File: src/rtl/alu_sequencer.sv
// Issue stage ahead of the 16-bit ALU: decode, 32-bit add/sub sequencing, compare fixup.
// Define ALU_SEQ_CMP_EN to build SEQ/SLT; otherwise codes 10/11 are illegal.
module alu_sequencer (
  input  logic        clk,
  input  logic        rst_n,
  input  logic        in_valid,
  output logic        in_ready,
  input  logic [3:0]  in_func,
  input  logic [31:0] in_a,
  input  logic [31:0] in_b,
  output logic [15:0] alu_a,
  output logic [15:0] alu_b,
  output logic        alu_cin,
  output logic [2:0]  alu_op,
  output logic        alu_invA,
  output logic        alu_invB,
  output logic        alu_sign,
  input  logic [15:0] alu_out,
  input  logic        alu_ofl,
  input  logic        alu_zero,
  output logic        out_valid,
  input  logic        out_ready,
  output logic [31:0] out_data,
  output logic        out_ofl,
  output logic        out_zero,
  output logic        out_err
);

  localparam logic [2:0] OP_ADD = 3'd4;
  localparam logic [2:0] OP_AND = 3'd7;

  typedef enum logic [1:0] {
    S_IDLE, S_EXEC_LO, S_EXEC_HI, S_DONE
  } state_t;

  typedef enum logic [2:0] {
    K_LOGIC, K_ARITH, K_SEQ, K_SLT, K_WIDE, K_ILL
  } kind_t;

  state_t      r_state;
  kind_t       r_kind;
  logic [15:0] r_a_hi;
  logic [15:0] r_b_hi;
  logic [15:0] r_alu_a;
  logic [15:0] r_alu_b;
  logic        r_alu_cin;
  logic [2:0]  r_alu_op;
  logic        r_alu_inva;
  logic        r_alu_invb;
  logic        r_alu_sign;
  logic [31:0] r_out_data;
  logic        r_out_ofl;
  logic        r_out_zero;
  logic        r_out_err;

  kind_t       w_kind;
  logic [2:0]  w_op;
  logic        w_invb;
  logic        w_cin;
  logic        w_sign;
  logic [15:0] w_res16;
  logic        w_ofl16;

  always_comb begin
    w_kind = K_LOGIC;
    w_op   = in_func[2:0];
    w_invb = 1'b0;
    w_cin  = 1'b0;
    w_sign = 1'b0;
    case (in_func)
      4'd4: begin
        w_sign = 1'b1;
        w_kind = K_ARITH;
      end
      4'd0, 4'd1, 4'd2, 4'd3,
      4'd5, 4'd6, 4'd7: w_kind = K_LOGIC;
      4'd8: begin
        w_op   = OP_ADD;
        w_invb = 1'b1;
        w_cin  = 1'b1;
        w_sign = 1'b1;
        w_kind = K_ARITH;
      end
      4'd9: begin
        w_op   = OP_AND;
        w_invb = 1'b1;
      end
`ifdef ALU_SEQ_CMP_EN
      4'd10, 4'd11: begin
        w_op   = OP_ADD;
        w_invb = 1'b1;
        w_cin  = 1'b1;
        w_sign = 1'b1;
        w_kind = in_func[0] ? K_SLT : K_SEQ;
      end
`endif
      4'd12: begin
        w_op   = OP_ADD;
        w_kind = K_WIDE;
      end
      4'd13: begin
        w_op   = OP_ADD;
        w_invb = 1'b1;
        w_cin  = 1'b1;
        w_kind = K_WIDE;
      end
      default: w_kind = K_ILL;
    endcase
  end

  // Compare results are rebuilt from the subtract flags.
  always_comb begin
    w_res16 = alu_out;
    w_ofl16 = 1'b0;
    case (r_kind)
      K_ARITH: w_ofl16 = alu_ofl;
`ifdef ALU_SEQ_CMP_EN
      K_SEQ:   w_res16 = {15'd0, alu_zero};
      K_SLT:   w_res16 = {15'd0, alu_out[15] ^ alu_ofl};
`endif
      default: w_ofl16 = 1'b0;
    endcase
  end

`ifndef ALU_SEQ_CMP_EN
  logic w_unused_zero;
  assign w_unused_zero = alu_zero;
`endif

  always_ff @(posedge clk or negedge rst_n) begin
    if (!rst_n) begin
      r_state    <= S_IDLE;
      r_kind     <= K_LOGIC;
      r_a_hi     <= '0;
      r_b_hi     <= '0;
      r_alu_a    <= '0;
      r_alu_b    <= '0;
      r_alu_cin  <= 1'b0;
      r_alu_op   <= '0;
      r_alu_inva <= 1'b0;
      r_alu_invb <= 1'b0;
      r_alu_sign <= 1'b0;
      r_out_data <= '0;
      r_out_ofl  <= 1'b0;
      r_out_zero <= 1'b0;
      r_out_err  <= 1'b0;
    end else begin
      unique case (r_state)
        S_IDLE: begin
          if (in_valid) begin
            r_kind     <= w_kind;
            r_out_data <= '0;
            r_out_ofl  <= 1'b0;
            if (w_kind == K_ILL) begin
              r_out_err  <= 1'b1;
              r_out_zero <= 1'b1;
              r_state    <= S_DONE;
            end else begin
              r_out_err  <= 1'b0;
              r_out_zero <= 1'b0;
              r_alu_a    <= in_a[15:0];
              r_alu_b    <= in_b[15:0];
              r_a_hi     <= in_a[31:16];
              r_b_hi     <= in_b[31:16];
              r_alu_op   <= w_op;
              r_alu_inva <= 1'b0;
              r_alu_invb <= w_invb;
              r_alu_cin  <= w_cin;
              r_alu_sign <= w_sign;
              r_state    <= S_EXEC_LO;
            end
          end
        end
        S_EXEC_LO: begin
          if (r_kind == K_WIDE) begin
            // With sign=0 the ofl flag is the adder carry-out.
            r_out_data[15:0] <= alu_out;
            r_alu_cin        <= alu_ofl;
            r_alu_a          <= r_a_hi;
            r_alu_b          <= r_b_hi;
            r_alu_sign       <= 1'b1;
            r_state          <= S_EXEC_HI;
          end else begin
            r_out_data <= {16'd0, w_res16};
            r_out_ofl  <= w_ofl16;
            r_out_zero <= (w_res16 == 16'd0);
            r_state    <= S_DONE;
          end
        end
        S_EXEC_HI: begin
          r_out_data[31:16] <= alu_out;
          r_out_ofl         <= alu_ofl;
          r_out_zero        <= (alu_out == 16'd0) &&
                               (r_out_data[15:0] == 16'd0);
          r_state           <= S_DONE;
        end
        S_DONE: begin
          if (out_ready)
            r_state <= S_IDLE;
        end
        default: r_state <= S_IDLE;
      endcase
    end
  end

  assign in_ready  = rst_n && (r_state == S_IDLE);
  assign out_valid = (r_state == S_DONE);
  assign out_data  = r_out_data;
  assign out_ofl   = r_out_ofl;
  assign out_zero  = r_out_zero;
  assign out_err   = r_out_err;
  assign alu_a     = r_alu_a;
  assign alu_b     = r_alu_b;
  assign alu_cin   = r_alu_cin;
  assign alu_op    = r_alu_op;
  assign alu_invA  = r_alu_inva;
  assign alu_invB  = r_alu_invb;
  assign alu_sign  = r_alu_sign;

endmodule

File: config.mk
export PLATFORM = sky130hd
export DESIGN_NAME = alu_sequencer
export DESIGN_NICKNAME = d
export VERILOG_FILES = /design/src/rtl/alu_sequencer.sv
export SDC_FILE = /design/constraint.sdc
export NUM_CORES = 1
export LEC_CHECK = 0
export CORE_ASPECT_RATIO = 1.4
export CORE_MARGIN = 8
export CORE_UTILIZATION = 41
export CTS_CLUSTER_DIAMETER = 150
export DETAILED_ROUTE_END_ITERATION = 8
export GPL_ROUTABILITY_DRIVEN = 0
export PLACE_DENSITY = 0.76
export SYNTH_ARGS = -nofsm -noshare
export SYNTH_HDL_FRONTEND = slang
export SYNTH_SLANG_ARGS = --single-unit
File: constraint.sdc
create_clock -name clk -period 1.9 [get_ports clk]
set_clock_uncertainty 0.1 [all_clocks]
set_input_delay 0.38 -clock clk [delete_from_list [all_inputs] [get_ports clk]]
set_output_delay 0.38 -clock clk [all_outputs]
set_load 0.005 [all_outputs]
# Word-level counts from Yosys, hierarchy flattened
# Index checks and enable logic that the tools add are counted.
[totals]
regBits = 110
latch_bits = 0
ram_bits = 0
mem_bits_ro = 0
in_bits = 90
out_inout_bits = 76
wordCells = 96
n_memories = 0
[op_classes]
add_sub_neg = 0
mul = 0
div = 0
order_cmp = 0
n_eq_ne = 22
shift = 0
n_mux = 38
bitwise_logic = 1
reduce_logical = 20
[op_table]
columns = ["op", "count"]
rows = [
  ["$mux W16", 7],
  ["$pmux W16 S2", 3],
  ["$pmux W16 S3", 1],
  ["$logic_not A16 Y1", 2],
  ["$mux W32", 1],
  ["$eq A4 B3 Y1 const B", 4],
  ["$eq A4 B4 Y1 const B", 4],
  ["$mux W1", 16],
  ["$pmux W3 S3", 1],
  ["$eq A4 B2 Y1 const B", 2],
  ["$ne A2 B2 Y1 const B", 4],
  ["$pmux W2 S4", 1],
  ["$reduce_or A8 Y1", 1],
  ["$eq A3 B3 Y1 const B", 2],
  ["$mux W2", 3],
  ["$pmux W1 S3", 2],
  ["$pmux W3 S2", 1],
  ["$reduce_and A2 Y1", 3],
  ["$reduce_and A3 Y1", 2],
  ["$reduce_or A2 Y1", 3],
  ["$reduce_or A3 Y1", 2],
  ["$eq A2 B2 Y1 const B", 2],
  ["$eq A4 B1 Y1 const B", 1],
  ["$logic_not A4 Y1", 1],
  ["10 further kinds", 12],
]

# Logic depth before layout (Yosys ltp)
# Gate-level depths: netlist of the first run.
[depth]
depth_word = 7
mapped_depth = 8
ltp_nobuf = 6

# Worst setup path after synthesis of the first run
# OpenSTA, ideal clock, no wires.
[synth_timing]
path_kind = "reg-to-reg"
start = "reg r_state[0]"
end = "reg r_alu_a[0], in the netlist alu_a[0]"
setup_time_ns = 0.125
arrival_ns = 1.789
required_time_ns = 1.675
path_slack_ns = -0.114
path_stages_with_launch = 9
cell_sequence = "dfrtp_1 > inv_1 > ha_1 > buf_4 > nand2_2 > a21oi_4 > o21ai_2 > buf_6 > mux2_4"
[synth_via]
elab_chain_cells = 3
word_cells_on_any_way = 8
classes_between = "eq/ne: 4; mux: 1; reduce/logical: 3"
[synth_lines]
columns = ["element", "line_no", "text"]
rows = [
  ["start, declared", "40", "state_t r_state;"],
  ["start signal, assigned", "132", "r_state <= S_IDLE;"],
  ["start signal, assigned", "157", "r_state <= S_DONE;"],
  ["start signal, assigned", "170", "r_state <= S_EXEC_LO;"],
  ["$eq A2 B1 Y1 or $logic_not A2 Y1 (tied branches)", "148", "unique case (r_state)"],
  ["$ne A2 B2 Y1 (no source line) or $reduce_bool A2 Y1 (tied branches)", "-", ""],
  ["$reduce_and A4 Y1 (no source line)", "-", ""],
  ["end signal, assigned", "161", "r_alu_a <= in_a[15:0];"],
  ["end signal, assigned", "179", "r_alu_a <= r_a_hi;"],
  ["end, declared", "44", "logic [15:0] r_alu_a;"],
]
# Several ways; a longest one is shown, not always the timed one.
# A chain may end at the register's enable or synchronous reset.

# Worst setup path in the final report of the first run
# Ends and elaborated chain as after synthesis.

==> flow_summary.ini, run 1 <==
[worst_setup_path]
cpPeakStageDelay_ps = 430
path_common_cell = buf_6
cp-end-kind = flip-flop
cp_cell_sequence = buf_6 > ha_4 > nor2b_4 > o21ai_4 > buf_6 > clkbuf_16 > mux2_4
critPathRequiredTime_ps = 2030
critPathKind = flip-flop to flip-flop
crit_path_top_delay_cell = dfrtp_1
worstPathMaxFanout = 7
cp.arrival_ps = 2050
ff2ff_setup_slack_ps = -20
start_kind = flip-flop

[clock_tree]
cts.path.max_buffers = 2
cts-root-buf = clkbuf_16
insertion_delay_ps = 340
cts_buffers = 9
htree_levels = 3
path_clk_slew_ps = 80
clock-sinks = 109
cts_tree = done
cts_hold_buf = 0

[logic_synthesis]
avgSynthCellArea_um2 = 13.28
ys_seq_elements = 109
synth_cells = 370
ys_types = 41
ys.warnings.count = 0
synth.cell_area_um2 = 4913
syn_nets = 464
yosysSeqAreaShare_pct = 55.51

[route]
via_per_inst = 5.172
dr.pass1.iters = 4
ant_nets = 0
wl_per_cell_um = 19.41
remaining_drc_errors = 0
vias = 3719
drt_iter0_drc = 122
routed_wirelength_um = 13950

[floorplan]
core_area_um2 = 11760
die_h_um = 145.5
die_w_um = 108.5
fp.dieArea_um2 = 15790
rows = 47
ios = 166
initial_core_util_pct = 41.78

[placed_design]
portBuffers = 163
pre_cts_ws_ps = -201.8
hpwl_um = 10170

[global_routing]
groute.usage.overall_pct = 17.31
grt_pass1_vias = 4051
grt_max_degree = 110
antenna_found_initial = 0
grt-ovfl-total = 0
grt_pass1_wl_um = 21620

[timing]
hold_ws_ps = 10.62
setup_ws_ps = -20.50
slew_headroom_pct = 58.20
setup_viol = 16
period_needed_ps = 1921
worst_pin_slew_ps = 627.0
slew_viol_final = 0
max_freq_mhz = 520.7
hold_violations = 0
fin_setup_tns_ps = -151.3
min_period_over_period_pct = 101.1
rsz0062_at_grt = true

[hold_path]
hold_class = primary input to asynchronous set/reset pin

[pwr]
p_sw_share_pct = 32.06
p_leak_nw = 3.246
vdd_ir_drop_max_v = 0.0007646
p_seq_share_pct = 32.2
powerDensity_nw_per_um2 = 1751
switchingPower_mw = 4.169
clkPwrFrac_pct = 14.0
p_int_mw = 8.834
comb_power_share_pct = 53.9

[cells_and_area]
drive_gt1_share_pct = 31.12
nFillCells = 881
num-nets-final = 661
syn2layout_area_growth_pct = 51.16
n_antenna_cell = 0

[run_status]
outcome = finished with violations
violations = setup timing

[job]
cap_violations = 0
## path summary, 6_finish.rpt
| check | from | to | cells past startpoint |
|---|---|---|---|
| worst min register to register | out_data[21]$_DFFE_PN0P_ | out_data[21]$_DFFE_PN0P_ | 2 |
| min in group clk | out_data[21]$_DFFE_PN0P_ | out_data[21]$_DFFE_PN0P_ | 2 |
| worst max-delay path | r_state[0]$_DFFE_PN0P_ | alu_a[0]$_DFFE_PN0P_ | 7 |
| worst min-delay path | rst_n | r_a_hi[13]$_DFFE_PN0P_ | 2 |
| worst max register to register | r_state[0]$_DFFE_PN0P_ | alu_a[0]$_DFFE_PN0P_ | 7 |
| max in group asynchronous | rst_n | alu_b[0]$_DFFE_PN0P_ | 2 |
## layer usage
| layer | wire [µm] | global-route usage [%] |
|---|---|---|
| met1 | 5496 | 19.75 |
| met2 | 7290 | 30.68 |
| met3 | 979 | 4.610 |
| met4 | 187 | 4.467 |
| met5 | 0 | 0 |
## repair_timing
action,CTS,global route
buffers inserted,2,7
hold endpoints to repair,0,0
pin swaps,3,5
gates resized for setup,16,29
cloned,2,2
setup endpoints to repair,85,55
## cells in the mapped netlist
cell       number  area (µm²)
dfrtp_1       109        2728
o21ai_1         2       10.01
a21oi_4         1       16.27
a2bb2oi_1       1       8.760
o31ai_1         3       22.52
nor2_1          6       22.52
or4b_1          1       10.01
o21ai_2         1       8.760
a22o_1         17       148.9
nor3b_1         1       7.510
mux2_2         69       777.0
conb_1          1       3.750
a31oi_1         4       25.02
clkbuf_1        7       26.28
or2_2           1       6.260
ha_1            4       50.05
a21boi_0        1       7.510
mux2i_1         1       10.01
o32a_1          1       10.01
or4_1           3       22.52
a311oi_1        1       8.760
nand4_1         2       12.51
mux2_4         29       435.4
nor4_1          1       6.260
o22a_1          1       8.760
nand3b_1        1       7.510
inv_1           7       26.28
o311ai_4        1       26.28
nand2_1        39       146.4
nand2b_1        1       6.260
nor4b_1         1       8.760
buf_2          11       55.05
a32o_1          1       10.01
nor3_1          5       25.02
and2_1          2       12.51
a21oi_1         2       10.01
o21ai_0        21       105.1
nor2b_1         3       18.77
buf_6           3       33.78
buf_4           3       22.52
nand2_2         1       6.260
## cell families (layout without fill, tap and decap cells)
logic type / Yosys count / after routing / share of synthesized area, %
AOI/OAI and AO/OA: 58 / 58 / 8.684
muxes: 99 / 99 / 24.88
other: 1 / 1 / 0.07632
and+or+nand+nor: 68 / 68 / 6.494
buffers and inverters: 31 / 233 / 3.336
adders and majority gates: 4 / 4 / 1.019
DFF: 109 / 109 / 55.51
## power groups by stage
stage / sequential [mW] / clock (mW) / combinational (mW)
6_report: 4.18 / 1.81 / 7.01
5_1_grt: 4.31 / 1.96 / 7.51
4_1_cts: 4.16 / 1.85 / 6.77
3_5_place_dp: 4.18 / 0 / 6.30
3_3_place_gp: 4.12 / 0 / 6.15
2_1_floorplan: 4.12 / 0 / 3.43
## registers in the layout, indices dropped and copies added, names as in the netlist, 2 cells and up
| name | flops |
|---|---|
| out_data | 32 |
| alu_a | 16 |
| alu_b | 16 |
| r_a_hi | 16 |
| r_b_hi | 16 |
| alu_op | 3 |
| r_kind | 2 |
| r_state | 2 |
## cell type report
type / instances / area [µm²] / area share, %
clock inverter: 6 / 53.80 / 0.7244
sequential: 109 / 2728 / 36.73
multi-input combinational: 230 / 2105 / 28.34
timing repair buffer: 210 / 2102 / 28.30
inverter: 7 / 26.28 / 0.3538
clock buffer: 10 / 229.0 / 3.083
tap: 147 / 183.9 / 2.476
## worst max-delay path: cells and delay by family (launching register included)
family	cells	cell delay [ps]
fa+ha+maj	1	180
flops	1	430
compound gates	1	160
mux	1	300
buf+inv	3	490
simple gates	1	140
## stage by stage
step	std cells	instance area [µm²]	util (%)	total power, mW
global placement	692	6912	58.77	10.26
global route	719	7427	63.15	13.78
finish	719	7427	63.15	13.00
floorplan	370	4938	-	7.542
detailed placement	692	6912	58.77	10.48
CTS	712	7326	62.29	12.79
## cell usage in the layout, fill, tap and decap left out, drive strengths merged, types with 2 or more instances in the layout
cell	count
clkdlybuf4s50	160
dfrtp	109
mux2	98
buf	48
nand2	40
o21ai	24
a22o	17
clkbuf	12
inv	11
nor2	6
nor3	5
a31oi	4
ha	4
o31ai	3
or4	3
a21oi	3
nor2b	3
nand4	2
and2	2
No activity file was read; power rests on OpenSTA's default activity.
==> inputs of run 2 (changes only) <==
CORE_UTILIZATION = 57   (was 41)
DONT_BUFFER_PORTS = 1   (was unset)
PLACE_DENSITY = 0.75   (was 0.76)
SLEW_MARGIN = 20   (was unset)
==> run 2 against run 1 <==
Net effect:
- the run ends with hold timing left
- via count decreased by 20%
- worst hold slack lost 390 ps
- sequential cell count stayed put
- final cell count shrank 32%
- sequential power up 6.0%
- first-iteration DRC count up 12%
- highest routed layer unchanged
- setup slack improved by 46 ps
==> flow_summary.ini, run 2 (synthesis results as in run 1) <==
[timing]
period_needed_ps = 1874
hold_violations = 109
setup_viol = 0
rsz0062_at_grt = true
min_period_over_period_pct = 98.64
slew_viol_final = 0
fin_setup_tns_ps = 0
hold_ws_ps = -378.1
max_freq_mhz = 533.6

[worst_setup_path]
critPathRequiredTime_ps = 1420
cp_cell_sequence = inv_2 > ha_4 > buf_6 > buf_6 > and2_4
cp_num_buf_inv = 3
setup.worst_path.start = r_state[0]$_DFFE_PN0P_
crit_path_top_delay_cell = dfrtp_1
cp_num_cells = 5
reg2reg_to = out_data[27]$_DFFE_PN0P_
reg2reg_from = r_state[1]$_DFFE_PN0P_
r2r_cells = 7
ff2ff_setup_slack_ps = 40
start_kind = flip-flop
cp.arrival_ps = 1390
cpPeakStageDelay_ps = 410
critPathKind = flip-flop to output pin
cp-end-kind = output pin
critical_path.top_delay_family = flip-flops
path_common_cell = buf_6
worstPathMaxFanout = 4

[route]
ant_nets = 0
drt_iter0_drc = 137
routed_wirelength_um = 11920
remaining_drc_errors = 0
vias = 2975
dr.pass1.iters = 5
via_per_inst = 6.096
wl_per_cell_um = 24.43

[floorplan]
core_area_um2 = 8458
die_h_um = 125.9
rows = 40
fp.dieArea_um2 = 11890
initial_core_util_pct = 58.09
die_w_um = 94.47
ios = 166

[cells_and_area]
layout_common_cells = dfrtp_1, mux2_2, nand2_1
drive_gt1_share_pct = 38.74
syn2layout_area_growth_pct = 11.89
final_common_cell = dfrtp_1
final_cells = 488
final_util_pct = 65.00
largest_reg_flops = 32
num-nets-final = 471

[pwr]
p_leak_nw = 2.465
powerDensity_nw_per_um2 = 1977
design_power_total_mw = 10.87
vdd_ir_drop_max_v = 0.001033

[clock_tree]
path_clk_slew_ps = 70
cts-root-buf = clkbuf_16
htree_levels = 3
clock-sinks = 109
cts.path.max_buffers = 2
insertion_delay_ps = 340
cts_tree = done
cts_buffers = 9

[global_routing]
grt_pass1_vias = 3202
groute.usage.overall_pct = 19.59
grt_max_degree = 111
grt-ovfl-total = 0
antenna_found_initial = 0
grt_pass1_wl_um = 17840

[placed_design]
hpwl_um = 8621
dp_cells = 469
portBuffers = 0

[run_status]
violations = hold timing
outcome = finished with violations

[hold_path]
hold_class = primary input to asynchronous set/reset pin

[job]
cap_violations = 0
[run 2: cell count changes in the layout (fill, tap and decap cells not counted), sizes merged]
cell,previous run,this run
inv,11,8
clkdlybuf4s50,160,0
buf,48,20
diode,0,1
clkinvlp,1,0
bufinv,0,2
[run 2: worst reg2reg max path, stage by stage, from the launching register on]
cell and delay [ps]:
dfrtp_1 390, buf_4 160, ha_2 200, buf_4 150, o311ai_4 340, buf_12 230, nand2_1 80, o21ai_0 110
[run 2: worst max path at each step]
stage	to	slack, ps
final	in_ready	30
after global routing	out_zero$_DFFE_PN0P_	-40
after CTS	in_ready	-50
after detailed placement	out_data[5]$_DFFE_PN0P_	-60
after global placement	out_data[15]$_DFFE_PN0P_	-9
after floorplan	r_a_hi[0]$_DFFE_PN0P_	-4
[run 2: per-stage QoR]
step	worst slack [ps]	cell area [µm²]
after global routing	-35.70	5495
final	25.93	5498
after CTS	-49.81	5460
after floorplan	-3.666	4938
after detailed placement	-64.33	5095
after global placement	-8.817	5095
[run 2: layout make-up]
type | count | area, µm²
diodes | 1 | 2.502
clock buffers | 12 | 266.5
clock inverters | 4 | 77.57
fillers | 630 | 2960
inverters | 7 | 26.28
multi-input cells | 230 | 2063
flip-flops and latches | 109 | 2728
well taps | 105 | 131.4
repair buffers | 20 | 202.7
[run 2: where the power goes]
group,switching [mW],leakage [nW],total (mW),internal (mW)
sequential,0.940,1.34,4.43,3.49
combinational,1.81,0.952,4.33,2.52
clock,0.847,0.169,2.12,1.27
[run 2: per-layer routing]
metal	track usage (%)	vias up	wire, µm
li1	-	1330	-
met1	19.67	1486	4018
met2	32.43	133	6051
met3	10.17	26	1563
met4	9.041	0	289
met5	0	-	0
[run 2: repair_timing]
| action | in CTS | in global routing |
|---|---|---|
| buffers inserted | 0 | 2 |
| cloned | 0 | 0 |
| resized for setup | 7 | 8 |
| setup endpoints to repair | 75 | 57 |
| endpoints found under the hold margin | 109 | 109 |
| pin swaps | 0 | 3 |
==> RTL change: new RTL, flow settings as in run 2 <==
Re-encode `kind_t` (6 values) as one-hot, 6 bits wide.
--- a/src/rtl/alu_sequencer.sv
+++ b/src/rtl/alu_sequencer.sv
@@ -33,8 +33,8 @@
     S_IDLE, S_EXEC_LO, S_EXEC_HI, S_DONE
   } state_t;
 
-  typedef enum logic [2:0] {
-    K_LOGIC, K_ARITH, K_SEQ, K_SLT, K_WIDE, K_ILL
+  typedef enum logic [5:0] {
+    K_LOGIC = 6'b000001, K_ARITH = 6'b000010, K_SEQ = 6'b000100, K_SLT = 6'b001000, K_WIDE = 6'b010000, K_ILL = 6'b100000
   } kind_t;
 
   state_t      r_state;
Behaviour: same outputs for any inputs over 4 cycles, from zero or initial values and one cycle with rst_n low; so few cycles prove little.
==> RTL change against run 2 <==
- the flow finishes with violations (hold timing, setup timing)
- first-iteration DRC count shrank 30%
- die area decreased by 0.76%
- critical path depth rose by 5
- sequential cell count is 2 higher
- routed wire length up 2.9%
- setup slack got worse by 0.058 ns
- final cell count up 11%
- via count is 8.5% higher
- design area is 3.3% higher
- area after synthesis fell by 0.89%
- total power up 1.0%
- count of clock-buffer cells in the layout unchanged
==> RTL change: results (changes against run 2) <==
| Metric | Value |
|---|---|
| Result of the run | finished with violations |
| Failing checks | hold timing, setup timing |
| Buffering overhead | 7.49% (+3.8 points) |
| Drt wl/cell | 22.7 µm (-7.1%) |
| Synth Net Count | 512 (+10%) |
| Worst EP arrival | 2.09 ns (+0.70 ns) |
| Crit path max fanout | 13 (+9) |
| Metal-1 WL | 4.26 mm (+6.1%) |
| Fraction of area in multi-input gates | 35.5% (-2.0 points) |
| Setup Fix Bufs, Post-CTS | 3 (+3) |
| Largest net degree at the start of global routing | 113 (+1.8%) |
| Resize count post-CTS | 13 (+6) |
| Routing usage on met2 | 33.2% (+0.77 points) |
| First-pass GRT wire length | 18.6 mm (+4.2%) |
| Vias in the first global route | 3538 (+10%) |
| Maximum vdd drop | 0.000987 V (-4.5%) |
| Hold WS | -0.369 ns (+0.00865 ns) |
| Cells after DPL | 517 (+10%) |
| Synth area leaders | dfrtp_1 (57%), mux2_2 (7.6%), mux2i_1 (6.6%) |
| Met3 Resource Use GR | 9.70% (-0.47 points) |
| Pre-CTS setup slack | -0.196 ns (-0.132 ns) |
| Slowest Stage Delay on Critical Path | 0.37 ns (-0.04 ns) |
| Multi-input logic cell count | 272 (+18%) |
| FF-to-FF path depth | 10 (+3) |
| Placed Area | 5100 µm² (about the same) |
| Vias | 3227 (+8.5%) |
| Post-Synthesis Cells | 418 (+13%) |
| Most frequent cells after synthesis | dfrtp_1 (110), nor2_1 (44), nand2_1 (39) |
| Final wirelength | 12.3 mm (+2.9%) |
| Seq/Total Area, Yosys | 57.1% (+1.6 points) |
| # setup viols final | 4 (+4) |
| Fillers | 626 (-0.63%) |
| Clk sinks | 111 (+1.8%) |
| Layout cell share with drive strength beyond 1 | 27.3% (-11 points) |
| ClkCell Share | 5.42% (-0.84 points) |
| Final worst setup slack | -0.0319 ns (-0.0578 ns) |
| Fin nets | 525 (+11%) |
| Critical-path top delay cell | dfrtp_1 |
| P&R area growth vs syn | 16.6% |
| TNS Setup | -0.0404 ns (-0.0404 ns) |
| Worst setup endpoint | alu_b[10]$_DFFE_PN0P_ |
| RR Startpoint | r_state[0]$_DFFE_PN0P_ |
| Antenna fix cells | 0 (-1) |
| Non-clk bufs | 32 (+60%) |
| Endpoints failing hold | 111 (+1.8%) |
| Routed wl met3 | 1.44 mm (-7.8%) |
| CP top delay family | buffers and inverters |
| Total GRT Usage | 20.1% (+0.50 points) |
| Met1 usage | 21.4% (+1.7 points) |
| Setup Crit Path Kind | reg2reg |
| Pleak | 2.43 nW (-1.6%) |
| WL met2 | 6.39 mm (+5.7%) |
| Synth unique cells | 37 (-9.8%) |
| Non-clk invs | 5 (-2) |
RTL change: cell types whose count changed in the layout (fill, tap and decap cells not counted), moves of 4 or more:
cell     change
a21oi_1     +13
a21oi_2     +23
buf_4        +4
mux2_2      -45
mux2_4      -20
mux2i_1     +31
nor2_1      +37
nor4_1       +5
RTL change: logic make-up (layout without fill, tap and decap cells):
| logic type | Yosys count | count (layout) | synth area share (%) |
|---|---|---|---|
| fa+ha+maj | 4 | 4 | 1.03 |
| compound gates | 91 | 91 | 13.2 |
| mux | 66 | 66 | 14.7 |
| xor+xnor | 2 | 2 | 0.360 |
| flops | 111 | 111 | 57.1 |
| other cells | 1 | 1 | 0.0770 |
| simple gates | 108 | 108 | 9.74 |
| buf+inv | 35 | 53 | 3.83 |
RTL change: where the power goes:
group          switching (mW)  internal, mW  total [mW]
combinational            2.26          2.43        4.69
clock                   0.818          1.10        1.92
sequential              0.895          3.48        4.37
total                    3.97          7.01        11.0
